==> src/rtl/fetch_unit_pkg.sv <==
// Shared types for the instruction fetch stage: FIFO entry layout, FSM states
// and the default reset PC.
package fetch_unit_pkg;

  localparam logic [31:0] RESET_PC_DEFAULT = 32'h0000_0000;

  typedef struct packed {
    logic [31:0] instr;
    logic [31:0] pc;
  } fetch_entry_t;

  typedef enum logic {
    FS_RUN,
    FS_WAIT_REDIRECT
  } fetch_state_t;

endpackage

==> src/rtl/fetch_unit_fifo.sv <==
// Instruction FIFO: DEPTH entries of {instr, pc}, synchronous push/pop/flush.
// Flush wins over a same-edge push so a word arriving with the flush is discarded.
module fetch_unit_fifo
  import fetch_unit_pkg::*;
#(
  parameter int DEPTH = 4
) (
  input  logic                       clk,
  input  logic                       rst,
  input  logic                       push,
  input  fetch_entry_t               push_data,
  input  logic                       pop,
  input  logic                       flush,
  output fetch_entry_t               head,
  output logic                       empty,
  output logic [$clog2(DEPTH):0]     count
);

  localparam int AW = $clog2(DEPTH);
  localparam int CW = AW + 1;

  fetch_entry_t  mem [DEPTH];
  logic [AW-1:0] wr_ptr;
  logic [AW-1:0] rd_ptr;
  logic          do_push;
  logic          do_pop;

  assign empty   = (count == '0);
  assign do_push = push && !flush;
  assign do_pop  = pop && !empty && !flush;
  assign head    = mem[rd_ptr];

  // NOTE: storage carries no reset; an entry is only read once the pointers mark it valid.
  always_ff @(posedge clk) begin
    if (do_push) mem[wr_ptr] <= push_data;
  end

  // NOTE: non-blocking assignments for every register so all state updates on the same edge.
  always_ff @(posedge clk) begin
    if (rst || flush) begin
      wr_ptr <= '0;
      rd_ptr <= '0;
      count  <= '0;
    end else begin
      if (do_push) wr_ptr <= wr_ptr + AW'(1);
      if (do_pop)  rd_ptr <= rd_ptr + AW'(1);
      count <= count + CW'(do_push) - CW'(do_pop);
    end
  end

endmodule

==> src/rtl/fetch_unit.sv <==
// Instruction fetch stage: credit-limited in-order reads, FIFO of {word, pc}
// toward the decoder, and a freeze until execute redirects after control flow.
module fetch_unit
  import fetch_unit_pkg::*;
#(
  parameter logic [31:0] RESET_PC = RESET_PC_DEFAULT,
  parameter int          DEPTH    = 4
) (
  input  logic        CLK,
  input  logic        RST,
  output logic        IMEM_REQ_VALID,
  input  logic        IMEM_REQ_READY,
  output logic [31:0] IMEM_REQ_ADDR,
  input  logic        IMEM_RESP_VALID,
  input  logic [31:0] IMEM_RESP_DATA,
  input  logic        STALL,
  output logic        DECODER_ENABLED,
  output logic [31:0] INSTRUCTION,
  output logic [31:0] PC,
  input  logic        CONDITIONAL_JUMP,
  input  logic        REDIRECT_VALID,
  input  logic [31:0] REDIRECT_PC,
  output logic        BUSY_WAIT
);

  localparam int CW = $clog2(DEPTH) + 1;

  fetch_state_t  state;
  logic [31:0]   fetch_pc;
  logic [31:0]   tag_pc;
  logic [CW-1:0] outstanding;
  logic [CW-1:0] drop;
  logic [CW-1:0] outstanding_next;
  logic [CW-1:0] count;
  logic [CW:0]   used;
  logic          empty;
  fetch_entry_t  head;
  fetch_entry_t  push_entry;
  logic          req_accept;
  logic          resp_drop;
  logic          resp_keep;
  logic          jump;

  // Credits cover both buffered words and reads still in flight, so a push never overflows.
  assign used            = {1'b0, count} + {1'b0, outstanding};
  assign IMEM_REQ_VALID  = !RST && (state == FS_RUN) && (used < (CW+1)'(DEPTH));
  assign IMEM_REQ_ADDR   = {fetch_pc[31:2], 2'b00};
  assign DECODER_ENABLED = !RST && (state == FS_RUN) && !empty && !STALL;
  assign INSTRUCTION     = empty ? 32'h0 : head.instr;
  assign PC              = empty ? 32'h0 : head.pc;
  assign BUSY_WAIT       = (state == FS_WAIT_REDIRECT);

  assign req_accept = IMEM_REQ_VALID && IMEM_REQ_READY;
  assign resp_drop  = IMEM_RESP_VALID && (drop != '0);
  assign resp_keep  = IMEM_RESP_VALID && (drop == '0);
  assign jump       = DECODER_ENABLED && CONDITIONAL_JUMP;
  assign push_entry = '{instr: IMEM_RESP_DATA, pc: tag_pc};

  assign outstanding_next = outstanding + CW'(req_accept) - CW'(IMEM_RESP_VALID);

  fetch_unit_fifo #(.DEPTH(DEPTH)) u_fifo (
    .clk       (CLK),
    .rst       (RST),
    .push      (resp_keep),
    .push_data (push_entry),
    .pop       (DECODER_ENABLED),
    .flush     (jump),
    .head      (head),
    .empty     (empty),
    .count     (count)
  );

  always_ff @(posedge CLK) begin
    if (RST) begin
      state       <= FS_RUN;
      fetch_pc    <= RESET_PC;
      tag_pc      <= RESET_PC;
      outstanding <= '0;
      drop        <= '0;
    end else begin
      outstanding <= outstanding_next;
      if (req_accept) fetch_pc <= fetch_pc + 32'd4;
      if (resp_keep)  tag_pc   <= tag_pc + 32'd4;
      unique case (state)
        FS_RUN: begin
          // Everything still in flight after this edge belongs to the abandoned path.
          if (jump) begin
            state <= FS_WAIT_REDIRECT;
            drop  <= outstanding_next;
          end else begin
            drop  <= drop - CW'(resp_drop);
          end
        end
        FS_WAIT_REDIRECT: begin
          drop <= drop - CW'(resp_drop);
          if (REDIRECT_VALID) begin
            state    <= FS_RUN;
            fetch_pc <= {REDIRECT_PC[31:2], 2'b00};
            tag_pc   <= {REDIRECT_PC[31:2], 2'b00};
          end
        end
        default: state <= FS_RUN;
      endcase
    end
  end

endmodule

==> config.mk <==
export PLATFORM = sky130hd
export DESIGN_NAME = fetch_unit
export DESIGN_NICKNAME = d
export VERILOG_FILES = /design/src/rtl/fetch_unit_pkg.sv /design/src/rtl/fetch_unit_fifo.sv /design/src/rtl/fetch_unit.sv
export SDC_FILE = /design/constraint.sdc
export NUM_CORES = 1
export LEC_CHECK = 0
export CORE_AREA = 2 2 130 183
export DETAILED_ROUTE_END_ITERATION = 8
export DIE_AREA = 0 0 132 185
export PLACE_DENSITY = 0.83
export SETUP_SLACK_MARGIN = 0.3
export SLEW_MARGIN = 20
export SYNTH_ARGS = -nofsm -noshare
export SYNTH_HDL_FRONTEND = slang
export SYNTH_SLANG_ARGS = --single-unit
==> constraint.sdc <==
create_clock -name CLK -period 6.6 [get_ports CLK]
set_clock_uncertainty 0.1 [all_clocks]
set_input_delay 1.32 -clock CLK [delete_from_list [all_inputs] [get_ports CLK]]
set_output_delay 1.32 -clock CLK [all_outputs]
set_load 0.02 [all_outputs]
==> results.tsv <==
metric	value	unit
drc	0	
grt_max_degree	90	
hold_path_class	reg2reg	
synthMostInstantiatedCell	edfxtp_1	
report.final.slew_viol_count	0	
pre_cts_slack	1.80	ns
rsz0062_at_grt	false	
clockBufferDepth	3	
cp.arrival	3.39	ns
finalHoldViolations	0	
hpwlAfterDp	16100	um
postLayoutCoreUtil	70.8	%
syn_to_final_growth	22.1	%
dieArea	24400	um^2
tightest_slew	0.937	ns
grt_pass1_wl	40700	um
path_buf_inv	2	
finalSetupViolations	0	
clockRootBuffer	clkbuf_16	
synth.distinct_cells	41	
irDropWorstVdd	241	uV
clk_pin_slew	0.07	ns
crit_type	in2out	
die_w	132	um
worstSetupEndpointType	output port	
num_antenna_cells	0	
synth_async_sr_flop_share	0	%
final.setup.worst_slack	1.79	ns
cts_buffers	27	
postRouteAntennaNets	0	
worstPathMaxFanout	15	
p_leak	5.19	nW
synth_edf_count	248	
synth_area_leaders	edfxtp_1 (56%), dfxtp_1 (11%), mux4_2 (11%), nor2b_1 (3.1%), a21oi_1 (1.7%)	
synth-seq-cells	324	
tritoncts	yes	
yosysTopAreaCell	edfxtp_1	
required	5.18	ns
syn_inst	854	
io-pin-count	170	
postCtsSetupBuffers	0	
outcome	completed	
cp_slowest_cell	clkdlybuf4s50_1	
max_slew_margin	37.5	%
gr-total-overflow	0	
cts_resized	0	
cpMostUsedCell	clkdlybuf4s50_1	
finalWeightedCongestion	0.836	
ys_seq_area_share	67.6	%
nets	1101	
max_freq	0.208	GHz
cp-start-kind	primary input	
cp_num_cells	4	
h-tree-depth	1	
start_util	58.0	%
cts_hold_buf	0	
numClockSinks	324	
viasPerCell	5.69	
die_h	185	um
finalCritPeriodShare	72.9	%
gr-usage-all-layers	21.3	%
path_delay_family	buffers and inverters	
ys.flop_type	edfxtp_1	
via_count	7627	
routed_wirelength	25900	um
fp.coreArea	22900	um^2
synth_top_area_share	56.1	%
drt-initial-drc-count	429	
drv_cap	0	
ys.warnings.count	0	
drive_gt1_share	12.5	%
r2r_cells	10	
grt_antenna_before_repair	0	
firstDrtPassIters	5	
syn_area_per_cell	15.5	um^2
p_per_area	371	nW/um^2
grt_pass1_vias	7671	
netlist_top_cells_count	edfxtp_1 (248), dfxtp_1 (76), nor2b_1 (65)	
crit_path_cell_trace	clkdlybuf4s50_1 -> or3_1 -> nor2_1 -> clkdlybuf4s50_1	
syn-cell-area	13300	um^2
clock_latency	0.52	ns
whs_path_depth	2	
max_stage_delay	0.69	ns
port_buffers	163	
num_rows	66	
routedWlPerCell	19.3	um
layout_min_cycle_time	4.81	ns
tns	0	ns
## tightest hold or removal path: stages, from the launching register on
cell and delay, ns:
dfxtp_1 0.34, nand2_1 0.07, a21oi_1 0.05
## registers in the layout, summed over array words and instances, names as in the netlist, named ones only
signal         flops
drop               3
outstanding        3
u_fifo.count       3
fetch_pc          30
u_fifo.mem       248
BUSY_WAIT          1
u_fifo.wr_ptr      2
u_fifo.rd_ptr      2
tag_pc            30
## layer usage
layer / share of wire [%] / GRT usage, %
met1: 41 / 27.3
met2: 52 / 38.0
met3: 5.0 / 3.07
met4: 2.0 / 6.00
met5: 0 / 0
## kinds of logic after synthesis
| group | after synthesis | share of synthesized area, % |
|---|---|---|
| adder cells (fa/ha/maj) | 16 | 1.62 |
| XOR/XNOR | 47 | 3.10 |
| AO/OA/AOI/OAI | 116 | 5.34 |
| buffers and inverters | 67 | 2.07 |
| AND/OR/NAND/NOR | 221 | 9.70 |
| other | 1 | 0.0283 |
| flip-flops | 324 | 67.6 |
| multiplexers | 62 | 10.5 |
## where the power goes
group | internal, W | switching (W) | leakage (nW)
clock network | 0.00109 | 0.000680 | 0.507
logic | 0.000763 | 0.000846 | 1.75
registers | 0.00250 | 0.000133 | 2.94
total | 0.00435 | 0.00166 | 5.19
## final timing paths
path | from | to | slack [ns]
setup / recovery | RST | DECODER_ENABLED | 1.79
hold / removal | u_fifo.wr_ptr[0] | u_fifo.wr_ptr[0] | 0.40
setup reg to reg | u_fifo.count[2] | drop[2] | 3.56
hold reg to reg | u_fifo.wr_ptr[0] | u_fifo.wr_ptr[0] | 0.40
## layout make-up
cell class / instances / area [um^2]
well taps: 306 / 383
flip-flops and latches: 324 / 8980
repair buffers: 173 / 1710
clock inverters: 17 / 272
multi-input cells: 466 / 4050
fillers: 1517 / 6670
inverters: 22 / 82.6
clock buffers: 32 / 736
## metrics by stage
step,hold slack (ns),power [W],instances,instance area (um^2)
after CTS,0.404,0.00607,1340,16200
after floorplan,0.366,0.00360,857,13300
after detailed placement,0.394,0.00431,1291,15200
after global placement,0.373,0.00426,1291,15200
final,0.405,0.00601,1340,16200
after global routing,0.423,0.00628,1340,16200
## layout by cell type (no fill, tap or decap), types with 20 or more instances in the layout
cell type and count:
nor2b_1 65, mux4_2 62, dfxtp_1 74, clkdlybuf4s50_1 163, o21bai_1 30, nand3_1 20
nor2_1 22, xor2_1 22, xnor2_1 25, inv_1 23, nand4_1 21, edfxtp_1 248
a21oi_1 45, nand2_1 24, clkbuf_16 28
Note: power is estimated with default switching activity, not from simulation.
